**src/rtl/otter_intr_ctrl.sv**
```systemverilog
// OTTER interrupt controller: button sync/debounce, pending, mask,
// fixed priority and a request/taken/ack handshake with the CPU.
module otter_intr_ctrl #(
  parameter int NUM_SRC         = 5,
  parameter int DEBOUNCE_CYCLES = 500000,
  parameter int ID_W            = 3
) (
  input  logic               clk,
  input  logic               rst_n,
  input  logic [NUM_SRC-1:0] btn_in,
  input  logic               intr_taken,
  input  logic               mmio_we,
  input  logic [1:0]         mmio_addr,
  input  logic [NUM_SRC-1:0] mmio_wdata,
  output logic [31:0]        mmio_rdata,
  output logic               intr,
  output logic [ID_W-1:0]    intr_id,
  output logic [NUM_SRC-1:0] btn_level
);

  localparam int CW = $clog2(DEBOUNCE_CYCLES + 1);
  localparam logic [CW-1:0] CMAX = CW'(DEBOUNCE_CYCLES - 1);

  typedef enum logic [1:0] {
    IDLE = 2'd0,
    REQ  = 2'd1,
    SVC  = 2'd2
  } state_t;

  logic [NUM_SRC-1:0] sync1, sync2;
  logic [NUM_SRC-1:0] stable, stable_d;
  logic [CW-1:0]      cnt [NUM_SRC];
  logic [NUM_SRC-1:0] mask, pending, pend_nx;
  logic [NUM_SRC-1:0] pm, sel;
  logic [ID_W-1:0]    id, pri_id;
  state_t             state, state_nx;
  logic               wr_mask, wr_ack, wr_sw;
  logic               cur_pend, cur_mask, cur_ack;

  always_ff @(posedge clk or negedge rst_n) begin
    if (!rst_n) begin
      sync1 <= '0;
      sync2 <= '0;
    end else begin
      sync1 <= btn_in;
      sync2 <= sync1;
    end
  end

  // A level is accepted only after DEBOUNCE_CYCLES consecutive mismatches
  always_ff @(posedge clk or negedge rst_n) begin
    if (!rst_n) begin
      stable <= '0;
      for (int i = 0; i < NUM_SRC; i++) cnt[i] <= '0;
    end else begin
      for (int i = 0; i < NUM_SRC; i++) begin
        if (sync2[i] == stable[i]) begin
          cnt[i] <= '0;
        end else if (cnt[i] == CMAX) begin
          stable[i] <= sync2[i];
          cnt[i]    <= '0;
        end else begin
          cnt[i] <= cnt[i] + CW'(1);
        end
      end
    end
  end

  always_comb begin
    wr_mask = 1'b0;
    wr_ack  = 1'b0;
    wr_sw   = 1'b0;
    if (mmio_we) begin
      unique case (1'b1)
        (mmio_addr == 2'd0): wr_mask = 1'b1;
        (mmio_addr == 2'd1): wr_ack  = 1'b1;
        (mmio_addr == 2'd2): wr_sw   = 1'b1;
        default: ;
      endcase
    end
  end

  // Set sources override a same-cycle ACK clear
  always_comb begin
    pend_nx = pending & ~(wr_ack ? mmio_wdata : '0);
    pend_nx = pend_nx | (stable & ~stable_d);
    pend_nx = pend_nx | (wr_sw ? mmio_wdata : '0);
  end

  always_ff @(posedge clk or negedge rst_n) begin
    if (!rst_n) begin
      stable_d <= '0;
      pending  <= '0;
      mask     <= '0;
    end else begin
      stable_d <= stable;
      pending  <= pend_nx;
      if (wr_mask) mask <= mmio_wdata;
    end
  end

  assign pm = pending & mask;

  always_comb begin
    pri_id = '0;
    for (int i = NUM_SRC - 1; i >= 0; i--) begin
      if (pm[i]) pri_id = ID_W'(i);
    end
  end

  always_comb begin
    sel = '0;
    for (int i = 0; i < NUM_SRC; i++) begin
      sel[i] = (id == ID_W'(i));
    end
  end

  assign cur_pend = |(pending & sel);
  assign cur_mask = |(mask & sel);
  assign cur_ack  = wr_ack && |(mmio_wdata & sel);

  always_ff @(posedge clk or negedge rst_n) begin
    if (!rst_n) begin
      state <= IDLE;
      id    <= '0;
    end else begin
      state <= state_nx;
      if (state == IDLE && |pm) id <= pri_id;
    end
  end

  always_comb begin
    state_nx = state;
    unique case (state)
      IDLE: if (|pm) state_nx = REQ;
      REQ: begin
        if (intr_taken) state_nx = SVC;
        else if (!cur_pend || !cur_mask) state_nx = IDLE;
      end
      SVC: if (cur_ack) state_nx = IDLE;
      default: state_nx = IDLE;
    endcase
  end

  always_comb begin
    intr      = (state == REQ);
    intr_id   = id;
    btn_level = stable;
  end

  always_comb begin
    mmio_rdata = '0;
    unique case (mmio_addr)
      2'd0: mmio_rdata[NUM_SRC-1:0] = mask;
      2'd1: mmio_rdata[NUM_SRC-1:0] = pending;
      2'd2: begin
        mmio_rdata[9:8]      = state;
        mmio_rdata[ID_W-1:0] = id;
      end
      default: mmio_rdata = '0;
    endcase
  end

endmodule
```
**config.mk**
```make
export PLATFORM = sky130hd
export DESIGN_NAME = otter_intr_ctrl
export DESIGN_NICKNAME = d
export VERILOG_FILES = /design/src/rtl/otter_intr_ctrl.sv
export SDC_FILE = /design/constraint.sdc
export NUM_CORES = 1
export LEC_CHECK = 0
export ABC_AREA = 1
export CORE_AREA = 2 2 113 115
export CTS_CLUSTER_SIZE = 28
export DETAILED_ROUTE_END_ITERATION = 16
export DIE_AREA = 0 0 115 117
export DONT_BUFFER_PORTS = 1
export PLACE_DENSITY = 0.8
export SYNTH_ARGS = -nofsm -noshare
export SYNTH_HDL_FRONTEND = slang
export SYNTH_SLANG_ARGS = --single-unit
```
**constraint.sdc**
```tcl
create_clock -name clk -period 1.9 [get_ports clk]
set_clock_uncertainty 0.15 [all_clocks]
set_input_delay 0.38 -clock clk [delete_from_list [all_inputs] [get_ports clk]]
set_output_delay 0.38 -clock clk [all_outputs]
set_load 0.01 [all_outputs]
```
Yosys cells after proc, flatten, opt, wreduce, memory -nomap -nowiden
Index checks and enable logic that the tools add are counted.
W data, S select, Z words.

cells by class
  $add $sub $neg = 5
  eq/ne operators = 21
  mux-type cells = 31
  bitwise logic cells = 15
  reduce and logical (&&, ||, !) cells = 18

operator list
  cell                     count
  $mux W19                 10
  $add A19 B1 Y19 const B  5
  $eq A19 B19 Y1 const B   5
  $and A5 B5 Y5            6
  $reduce_or A5 Y1         4
  $mux W3                  5
  $mux W2                  5
  $mux W5                  2
  $not A5 Y5               2
  $or A5 B5 Y5             2
  $reduce_and A2 Y1        5
  $pmux W3 S3              1
  $eq A3 B2 Y1 const B     2
  $mux W1                  6
  $pmux W2 S3              1
  $eq A1 B1 Y1             5
  $not A1 Y1               5
  $eq A2 B1 Y1 const B     2
  $eq A2 B2 Y1 const B     2
  $logic_not A2 Y1         2
  $pmux W2 S2              1
  $eq A3 B1 Y1 const B     1
  $eq A3 B3 Y1 const B     1
  $logic_not A3 Y1         1
  other kinds (7)          9

word-level totals
  register bits = 130
  bits of input ports = 16
  output and inout port bits = 41
  word-level logic and storage cells = 107

Longest topological paths before layout
Gate-level depths: netlist of the first run.

  depth after elaboration = 8
  depth in mapped cells = 8
  depth with buffers taken out = 8

Least setup slack after synthesis of the first run
No wires, ideal clock.

  kind = register -> register
  from = register cnt[38] in the netlist's numbering
  to = register cnt[46] in the netlist's numbering
  setup time = 0.123 ns
  arrival = 1.288 ns
  required time = 1.627 ns
  path slack = 0.338 ns
  cell stages (with the launch flop) = 9
  path buffers = 0
  period minus slack after synthesis = 1.562 ns
  cells stage by stage = dfrtp_1 -> ha_1 -> nand2_2 -> nor2_4 -> nand2_4 -> nor2_4 -> nand3_4 -> nand2_4 -> nor3_1

between the ends
  word-level cells in the longest chain between the ends = 3
  elaborated cells on any way between the ends = 4
  classes of those cells = add/sub: 1; eq/ne: 1; mux: 2

RTL lines
  item                                               RTL line  RTL
  start: declaration                                 32        logic [CW-1:0] cnt [NUM_SRC];
  start signal: indexed assignment                   63        cnt[i] <= cnt[i] + CW'(1);
  $add A19 B1 Y19 or $eq A19 B19 Y1 (tied branches)  63, 59
  $mux W19 *                                         59        end else if (cnt[i] == CMAX) begin
  $mux W19 *                                         57        if (sync2[i] == stable[i]) begin

Every way passes the cells marked *; elsewhere a longest branch is shown, timed or not.
A chain may end at the register's enable or synchronous reset.

Worst setup path in the final report of the first run
  from = register id[0], in the netlist intr_id[0]
  to = output port mmio_rdata[0]

between the ends
  word-level cells in the longest chain between the ends = 1

RTL lines
  item                      RTL line  RTL
  start: declaration        35        logic [ID_W-1:0] id, pri_id;
  start signal: assignment  128       if (state == IDLE && |pm) id <= pri_id;
  $pmux W3 S3               153       unique case (mmio_addr)
  end: declaration          15        output logic [31:0] mmio_rdata,

No other way between the ends.

==> flow_metrics.py, run 1 <==
metrics = {
    "timing": {
        "hold_viol": 130,
        "post-route-period-util_pct": 96.9,
        "worst_slack_ns": 0.0598,
        "tns_ns": 0,
        "fin_crit_ns": 1.84,
        "maxSlewViolCount": 0,
        "fin_hold_ws_ns": -0.503,
        "clock.fmax_mhz": 543,
        "setup_viol": 0,
    },
    "floorplan": {
        "ios": 57,
        "die_y_um": 117,
        "fp.dieW_um": 115,
        "placeableCoreArea_um2": 12300,
        "row_count": 41,
        "start_util_pct": 58.3,
        "dieArea_um2": 13500,
    },
    "run_status": {
        "violations": "hold timing",
        "status": "finished with violations",
    },
    "power": {
        "leakagePower_nw": 3.30,
        "internal_power_mw": 5.31,
        "power_switching_mw": 1.82,
        "power_frac_clock_pct": 49.0,
        "finalPower_mw": 7.14,
        "irDropWorstVdd_uv": 654,
        "seqPwrFrac_pct": 42.5,
        "sw_frac_of_total_pct": 25.5,
        "p_comb_share_pct": 8.5,
        "power.density_nw_per_um2": 883,
    },
    "clocking": {
        "clkTransAtPathRegs_ns": 0.06,
        "clock_sinks": 130,
        "cts_inserted_buffers": 17,
        "cts_tree": "built",
        "cts_buffer_depth": 2,
        "postCtsHoldBufs": 11,
        "cts_max_level": 4,
        "cts-root-buf": "clkbuf_16",
        "clk-insertion-delay-late_ns": 0.43,
    },
    "synth": {
        "ys_ff_latch": 130,
        "synth_cells": 948,
        "synth.most_common_cell": "nor2_1",
        "postSynth.asyncResetShare_pct": 100,
        "yosysWarningCount": 0,
        "synthTopCellsByArea": "dfrtp_1 45%, nor2_1 12%, nand2_1 10%",
        "syn-cell-area_um2": 7180,
        "synth_edf_count": 0,
        "synth.largest_area_cell": "dfrtp_1",
        "ys_types": 34,
        "synth_top_area_share_pct": 45.3,
        "ys_seq_area_share_pct": 45.3,
        "synth_ff_type": "dfrtp_1",
        "syn_area_per_cell_um2": 7.58,
        "synthTopCellsByCount": "224 x nor2_1, 200 x nand2_1, 130 x dfrtp_1, 96 x inv_1, 63 x nand3_1",
    },
    "finish": {
        "drive_above_1_share_pct": 8.25,
        "fin_util_pct": 65.6,
        "final_cell_area_um2": 8080,
        "nets": 1002,
        "layout.cells.non_filler": 1145,
        "nFillCells": 1023,
        "multi_input_area_um2": 3460,
        "area_growth_pct": 12.5,
        "seqCellArea_um2": 3260,
    },
    "route": {
        "wl_met3_um": 895,
        "dr.pass1.iters": 5,
        "routed.top_layer": "met4",
        "vias": 6096,
        "routed-wl-met2_um": 7250,
        "viasPerCell": 5.32,
        "wl_um": 15900,
        "drc_errors": 0,
        "drt-initial-drc-count": 536,
        "wl_per_cell_um": 13.9,
        "met1Wirelength_um": 7340,
        "antenna_left": 0,
    },
    "grt": {
        "grt_overflow": 0,
        "antenna_found_initial": 1,
        "grt_use_total_pct": 25.2,
        "grt_max_degree": 131,
        "grt_pass1_wl_um": 26500,
        "grt_pass1_vias": 5598,
    },
    "critical_path": {
        "crit_fanout": 8,
        "worstSetupPathType": "reg2out",
        "crit_arrival_ns": 1.31,
        "path_cells": "inv_2, o211ai_1",
        "startpoint_type": "flip-flop",
        "critPathSlowestCell": "dfrtp_2",
        "required_ns": 1.37,
        "cpPeakStageDelay_ns": 0.48,
        "end_kind": "output pin",
    },
    "place": {
        "placed_cells_incl_taps": 1100,
        "dp_hpwl_um": 11000,
        "portBuffers": 0,
        "placed_area_um2": 7310,
        "place_congestion": 0.932,
        "dp_worst_setup_slack_ns": 0.142,
    },
    "hold_path": {
        "min_path_type": "in2async",
    },
    "flow_run": {
        "maxCapViolations": 0,
    },
}
-- sequential cells by signal, indices dropped and copies added, names as in the netlist --
register	count
btn_level	5
cnt	95
intr_id	3
mask	5
pending	5
stable_d	5
state	2
sync1	5
sync2	5
-- power by group through the flow --
stage	clock, mW	combinational, mW	sequential [mW]
6_report	3.50	0.607	3.03
4_1_cts	3.55	0.587	3.02
5_1_grt	3.68	0.691	3.05
3_5_place_dp	0	0.563	3.07
3_3_place_gp	0	0.551	3.06
2_1_floorplan	0	0.466	3.05
-- cell families (layout without fill, tap and decap cells) --
| family | after synthesis | in the layout | share of synthesized area (%) |
|---|---|---|---|
| AOI/OAI and AO/OA | 64 | 64 | 5.21 |
| and+or+nand+nor | 576 | 576 | 34.9 |
| adders and majority gates | 5 | 5 | 0.871 |
| buffers and inverters | 126 | 148 | 7.91 |
| xor gates and xnor gates | 46 | 46 | 5.71 |
| other | 1 | 26 | 0.0522 |
| DFF | 130 | 130 | 45.3 |
-- area by class of cell --
class	instances	area share (%)
repair buffers	19	2.11
diodes	1	0.0310
clock buffers	17	5.27
clock inverters	15	2.57
multi-input cells	716	42.8
flip-flops and latches	130	40.3
well taps	150	2.32
inverters	97	4.55
-- final timing paths --
| path | from | to | slack (ns) | cells after the start |
|---|---|---|---|---|
| worst max-delay path | intr_id[0] | mmio_rdata[0] | 0.06 | 2 |
| worst min-delay path | rst_n | sync2[1] | -0.50 | 0 |
| worst max register to register | cnt[57] | cnt[75] | 0.19 | 8 |
| worst min register to register | sync1[3] | sync2[3] | 0.20 | 0 |
| max in group asynchronous | rst_n | intr_id[1] | 1.91 | 0 |
| min in group clk | mmio_we | pending[1] | 0.11 | 4 |
-- layer usage --
metal | global-route usage (%) | up-vias
met5 | 0 | -
li1 | - | 3051
met4 | 9.56 | 0
met2 | 38.7 | 173
met1 | 34.7 | 2836
met3 | 6.44 | 36
-- critical path, delay by kind of cell, from the launching register on --
kind            cells  cell delay [ns]
compound gates      1             0.31
buf+inv             1             0.09
flops               1             0.48
-- placed cells by master (no fill, tap or decap), drive strengths merged --
master and n:
nor2 239, nand2 214, dfrtp 130, inv 99, nand3 64, xor2 44, nand4 35, o21ai 28
conb 25, clkbuf 17, a21oi 15, dlygate4sd3 11, nor3 11, o211ai 8, buf 8, o21bai 6
nor3b 6, nand3b 5, ha 5, clkinv 5, o21a 4, clkinvlp 4, bufinv 4, xnor2 2
a22o 2, diode 1, nor4 1, and2 1, o22ai 1
-- repair_timing --
action | in CTS | in global routing
cloned | 0 | 0
endpoints found under the setup margin | 2 | 10
buffers inserted | 0 | 1
gates resized for setup | 3 | 6
hold endpoints to repair | 147 | 130
pin swaps | 2 | 2
Power figures use the tool's default switching activity.
==> inputs of run 2 (changes only) <==
--- a/config.mk
+++ b/config.mk
@@ -6,12 +6,14 @@
 export NUM_CORES = 1
 export LEC_CHECK = 0
 export ABC_AREA = 1
-export CORE_AREA = 2 2 113 115
+export CELL_PAD_IN_SITES_DETAIL_PLACEMENT = 1
+export CELL_PAD_IN_SITES_GLOBAL_PLACEMENT = 1
+export CORE_AREA = 2 2 127 129
 export CTS_CLUSTER_SIZE = 28
 export DETAILED_ROUTE_END_ITERATION = 16
-export DIE_AREA = 0 0 115 117
+export DIE_AREA = 0 0 129 131
 export DONT_BUFFER_PORTS = 1
-export PLACE_DENSITY = 0.8
+export PLACE_DENSITY = 0.84
 export SYNTH_ARGS = -nofsm -noshare
 export SYNTH_HDL_FRONTEND = slang
 export SYNTH_SLANG_ARGS = --single-unit
==> flow_metrics.py, run 2 (synthesis gave the netlist of run 1 again) <==
metrics = {
    "finish": {
        "final_cell_mix": "220 x nor2_1, 199 x nand2_1, 129 x dfrtp_1",
        "regMostFlops": "cnt",
        "nets": 1008,
        "nFillCells": 1980,
        "diodes": 0,
        "fin_util_pct": 52.9,
        "final_common_cell": "nor2_1",
        "drive_above_1_share_pct": 8.90,
        "largest_register_ff_count": 95,
        "area_growth_pct": 14.8,
    },
    "place": {
        "portBuffers": 0,
        "dp_hpwl_um": 14000,
        "place_congestion": 0.874,
    },
    "critical_path": {
        "r2r-end": "cnt[75]",
        "path_cells": "inv_1, o211ai_1",
        "critPathSlowestCell": "dfrtp_1",
        "crit_arrival_ns": 1.36,
        "end_kind": "output pin",
        "critPathTopFamily": "flip-flops",
        "ff2ff_path_depth": 8,
        "required_ns": 1.37,
        "startpoint_type": "flip-flop",
        "worstSetupPathType": "reg2out",
        "ff2ff_setup_slack_ns": 0.14,
        "crit_fanout": 5,
        "path_buf_inv": 1,
        "cpPeakStageDelay_ns": 0.40,
        "rr_startpoint": "cnt[57]",
    },
    "timing": {
        "setup_viol": 0,
        "post-route-period-util_pct": 99.3,
        "rsz0062_at_grt": "no",
        "hold_viol": 130,
        "clock.fmax_mhz": 530,
        "fin_hold_ws_ns": -0.513,
        "tns_ns": 0,
        "maxSlewViolCount": 0,
        "fin_crit_ns": 1.89,
    },
    "route": {
        "antenna_left": 0,
        "drc_errors": 0,
        "wl_um": 20300,
        "wl_per_cell_um": 16.7,
        "dr.pass1.iters": 4,
        "vias": 6416,
        "viasPerCell": 5.28,
        "drt-initial-drc-count": 373,
    },
    "power": {
        "power_frac_clock_pct": 49.9,
        "power_switching_mw": 1.91,
        "leakagePower_nw": 3.35,
        "irDropWorstVdd_uv": 713,
        "internal_power_mw": 5.57,
        "seqPwrFrac_pct": 40.4,
        "power.density_nw_per_um2": 907,
        "p_comb_share_pct": 9.7,
        "sw_frac_of_total_pct": 25.6,
    },
    "clocking": {
        "clkTransAtPathRegs_ns": 0.06,
        "cts_buffer_depth": 2,
        "clk-insertion-delay-late_ns": 0.43,
        "cts_inserted_buffers": 17,
        "cts_tree": "built",
        "postCtsHoldBufs": 11,
        "cts-root-buf": "clkbuf_16",
        "clock_sinks": 130,
        "cts_max_level": 4,
    },
    "grt": {
        "grt_pass1_vias": 6657,
        "grt_max_degree": 131,
        "antenna_found_initial": 0,
        "grt_use_total_pct": 25.3,
        "grt_overflow": 0,
        "grt_pass1_wl_um": 33400,
    },
    "floorplan": {
        "dieArea_um2": 16900,
        "fp.dieW_um": 129,
        "die_y_um": 131,
        "ios": 57,
        "placeableCoreArea_um2": 15600,
        "row_count": 46,
        "start_util_pct": 46.0,
    },
    "run_status": {
        "violations": "hold timing",
        "status": "finished with violations",
    },
    "flow_run": {
        "maxCapViolations": 0,
    },
    "hold_path": {
        "min_path_type": "in2async",
    },
}
==> run 2: changes by cell type in the layout (fill, tap and decap cells not counted), moves of 2 or more <==
cell	before	now
buf_4	8	14
clkbuf_8	0	3
clkinvlp_4	4	2
nor2_1	222	220
nor2_2	13	15
==> run 2: per-stage QoR <==
step           worst slack, ns  power, mW  std cells  cell area, um^2
5_1_grt               0.000475       7.73       1216             8250
2_1_floorplan            0.338       3.51        972             7270
3_3_place_gp             0.201       3.67       1171             7430
6_report                0.0142       7.48       1216             8250
3_5_place_dp            0.0809       3.69       1171             7430
4_1_cts               0.000668       7.49       1216             8230
==> run 2: power by group through the flow <==
stage          Sequential, mW  Combinational (mW)  Clock, mW
6_report                 3.02               0.725       3.73
5_1_grt                  3.03               0.810       3.89
4_1_cts                  3.01               0.714       3.77
3_5_place_dp             3.06               0.633          0
3_3_place_gp             3.05               0.613          0
2_1_floorplan            3.05               0.466          0
==> run 2: how the worst max path moves through the flow <==
stage	start	cells past startpoint	endpoint
global route	cnt[19]	8	cnt[37]
finish	intr_id[0]	2	mmio_rdata[0]
detailed placement	cnt[19]	8	cnt[37]
global placement	cnt[19]	8	cnt[37]
floorplan	cnt[38]	8	cnt[46]
CTS	intr_id[0]	2	mmio_rdata[0]
==> run 2: metal layers <==
layer | vias to the layer above | share of wire (%) | GRT usage [%]
met5 | - | 0 | 0
met4 | 0 | 2.2 | 9.65
met3 | 36 | 3.7 | 4.36
met2 | 141 | 49 | 42.2
met1 | 3187 | 45 | 33.2
li1 | 3052 | - | -
==> run 2: worst register-to-register path, stage by stage (launching register included) <==
cell	delay, ns
dfrtp_1	0.43
ha_2	0.25
inv_1	0.09
nor2_2	0.23
inv_1	0.08
nor2_1	0.11
nand3_1	0.13
nand3_1	0.11
nor2_1	0.04
==> run 2: final cells by class <==
| cell class | count | area, um^2 | area share (%) |
|---|---|---|---|
| clock buffers | 20 | 467 | 5.66 |
| clock inverters | 12 | 203 | 2.46 |
| inverters | 97 | 368 | 4.46 |
| multi-input cells | 716 | 3470 | 42.1 |
| flip-flops and latches | 130 | 3250 | 39.5 |
| well taps | 216 | 270 | 3.28 |
| repair buffers | 25 | 215 | 2.61 |
==> run 2: timing repair <==
action	in CTS	in global routing
hold endpoints to repair	145	130
resized for setup	2	8
endpoints found under the setup margin	2	26
buffers inserted	2	0
pin swaps	2	2
==> inputs of run 3 (changes only) <==
--- a/config.mk
+++ b/config.mk
@@ -8,12 +8,12 @@
 export ABC_AREA = 1
 export CELL_PAD_IN_SITES_DETAIL_PLACEMENT = 1
 export CELL_PAD_IN_SITES_GLOBAL_PLACEMENT = 1
-export CORE_AREA = 2 2 127 129
+export CORE_AREA = 2 2 122 124
 export CTS_CLUSTER_SIZE = 28
 export DETAILED_ROUTE_END_ITERATION = 16
-export DIE_AREA = 0 0 129 131
+export DIE_AREA = 0 0 124 126
 export DONT_BUFFER_PORTS = 1
-export PLACE_DENSITY = 0.84
+export PLACE_DENSITY = 0.9
 export SYNTH_ARGS = -nofsm -noshare
 export SYNTH_HDL_FRONTEND = slang
 export SYNTH_SLANG_ARGS = --single-unit
==> constraint.sdc (replaced) <==
create_clock -name clk -period 2.25 [get_ports clk]
set_clock_uncertainty 0.15 [all_clocks]
set_input_delay 0.45 -clock clk [delete_from_list [all_inputs] [get_ports clk]]
set_output_delay 0.45 -clock clk [all_outputs]
set_load 0.01 [all_outputs]
==> flow_metrics.py, run 3 (synthesis gave the netlist of run 1 again) <==
metrics = {
    "grt": {
        "antenna_found_initial": 0,
        "grt_overflow": 0,
        "grt_pass1_vias": 6826,
        "grt_pass1_wl_um": 32700,
        "grt_max_degree": 131,
        "grt_use_total_pct": 26.9,
    },
    "critical_path": {
        "required_ns": 1.65,
        "crit_arrival_ns": 1.59,
        "worstSetupPathType": "reg2out",
        "ff2ff_setup_slack_ns": 0.34,
        "rr_startpoint": "cnt[76]",
        "critPathSlowestCell": "dfrtp_1",
        "startpoint_type": "flip-flop",
        "crit_fanout": 8,
        "path_buf_inv": 1,
        "ff2ff_path_depth": 8,
        "critPathTopFamily": "flip-flops",
        "r2r-end": "cnt[94]",
        "cpPeakStageDelay_ns": 0.61,
        "worst-path-stages": 2,
        "end_kind": "output pin",
        "path_cells": "inv_1, o211ai_1",
    },
    "route": {
        "wl_um": 19700,
        "vias": 6330,
        "drt-initial-drc-count": 275,
        "wl_per_cell_um": 16.9,
        "antenna_left": 0,
        "drc_errors": 0,
        "viasPerCell": 5.41,
        "dr.pass1.iters": 4,
    },
    "finish": {
        "regMostFlops": "cnt",
        "nets": 995,
        "final_common_cell": "nor2_1",
        "diodes": 0,
        "nFillCells": 1810,
        "largest_register_ff_count": 95,
        "drive_above_1_share_pct": 7.11,
        "area_growth_pct": 11.1,
        "final_cell_mix": "224 x nor2_1, 200 x nand2_1, 129 x dfrtp_1",
        "layout.cells.non_filler": 1169,
    },
    "floorplan": {
        "placeableCoreArea_um2": 14300,
        "dieArea_um2": 15600,
        "start_util_pct": 50.2,
        "fp.dieW_um": 124,
        "ios": 57,
        "die_y_um": 126,
        "row_count": 44,
    },
    "timing": {
        "fin_crit_ns": 2.19,
        "hold_viol": 130,
        "tns_ns": 0,
        "fin_hold_ws_ns": -0.431,
        "clock.fmax_mhz": 457,
        "post-route-period-util_pct": 97.3,
        "maxSlewViolCount": 0,
        "worst_slack_ns": 0.0598,
        "setup_viol": 0,
    },
    "run_status": {
        "violations": "hold timing",
        "status": "finished with violations",
    },
    "hold_path": {
        "min_path_type": "in2async",
    },
    "place": {
        "place_congestion": 0.887,
        "dp_worst_setup_slack_ns": 0.413,
        "dp_hpwl_um": 13900,
        "portBuffers": 0,
        "placed_cells_incl_taps": 1129,
    },
    "clocking": {
        "clkTransAtPathRegs_ns": 0.06,
        "cts_inserted_buffers": 17,
        "postCtsHoldBufs": 6,
        "clock_sinks": 130,
        "cts_tree": "built",
        "cts_buffer_depth": 2,
        "clk-insertion-delay-late_ns": 0.42,
        "cts_max_level": 4,
        "cts-root-buf": "clkbuf_16",
    },
    "power": {
        "leakagePower_nw": 3.24,
        "power.density_nw_per_um2": 728,
        "irDropWorstVdd_uv": 581,
    },
    "flow_run": {
        "maxCapViolations": 0,
    },
}
[run 3: cell count changes in the layout (fill, tap and decap cells not counted), moves of 2 or more]
| cell | before | now |
|---|---|---|
| ha_1 | 3 | 5 |
| nor2_1 | 220 | 224 |
| buf_4 | 14 | 6 |
| clkinvlp_4 | 2 | 4 |
| clkinv_4 | 3 | 1 |
| clkinv_2 | 2 | 4 |
| nor2_2 | 15 | 11 |
| ha_2 | 2 | 0 |
| bufinv_16 | 5 | 2 |
| dlygate4sd3_1 | 11 | 6 |
[run 3: report_power, final]
group          internal [mW]  switching (mW)  total (mW)
sequential              2.44           0.154        2.59
clock                   1.67            1.02        2.68
combinational          0.177           0.354       0.531
total                   4.28            1.52        5.81
[run 3: how the worst max path moves through the flow]
stage / from / to / slack (ns)
after floorplan: cnt[38] / cnt[46] / 0.69
after global placement: cnt[0] / cnt[9] / 0.50
after detailed placement: cnt[76] / cnt[94] / 0.41
after CTS: intr_id[2] / mmio_rdata[2] / 0.03
after global routing: intr_id[0] / mmio_rdata[0] / -0.02
final: intr_id[0] / mmio_rdata[0] / 0.06
[run 3: final cells by class]
class | instances | area, um^2 | area share, %
clock buffer | 20 | 457 | 5.73
clock inverter | 10 | 111 | 1.40
inverter | 97 | 368 | 4.61
multi-input combinational | 716 | 3450 | 43.3
sequential | 130 | 3250 | 40.8
tap | 184 | 230 | 2.89
timing repair buffer | 12 | 105 | 1.32
[run 3: routing by layer]
metal	share of wire (%)	GRT usage (%)	vias to the layer above	routed length, um
met4	2.7	10.6	0	541
met5	0	0	-	0
met2	51	46.0	134	9990
met3	5.0	7.20	48	982
li1	-	-	3022	-
met1	42	31.9	3126	8190
[run 3: worst reg2reg max path: stages (launching register included)]
cell and delay (ns):
dfrtp_1 0.44, ha_1 0.33, nand2_1 0.13, nor2_2 0.13, inv_1 0.06, nor2_1 0.12, nand3_1 0.21, nand3_1 0.17
nor2_1 0.05
[run 3: per-stage QoR]
stage	utilization [%]	instance area, um^2	total power, mW
final	55.7	7980	5.81
after global routing	55.7	7980	6.02
after CTS	55.5	7940	5.80
after detailed placement	51.1	7310	3.08
after global placement	51.1	7310	3.06
after floorplan	-	7270	2.97
[run 3: timing repair]
item | CTS | global route
endpoints found under the setup margin | 0 | 2
hold endpoints to repair | 136 | 130
buffers inserted | 0 | 4
resized for setup | 0 | 2
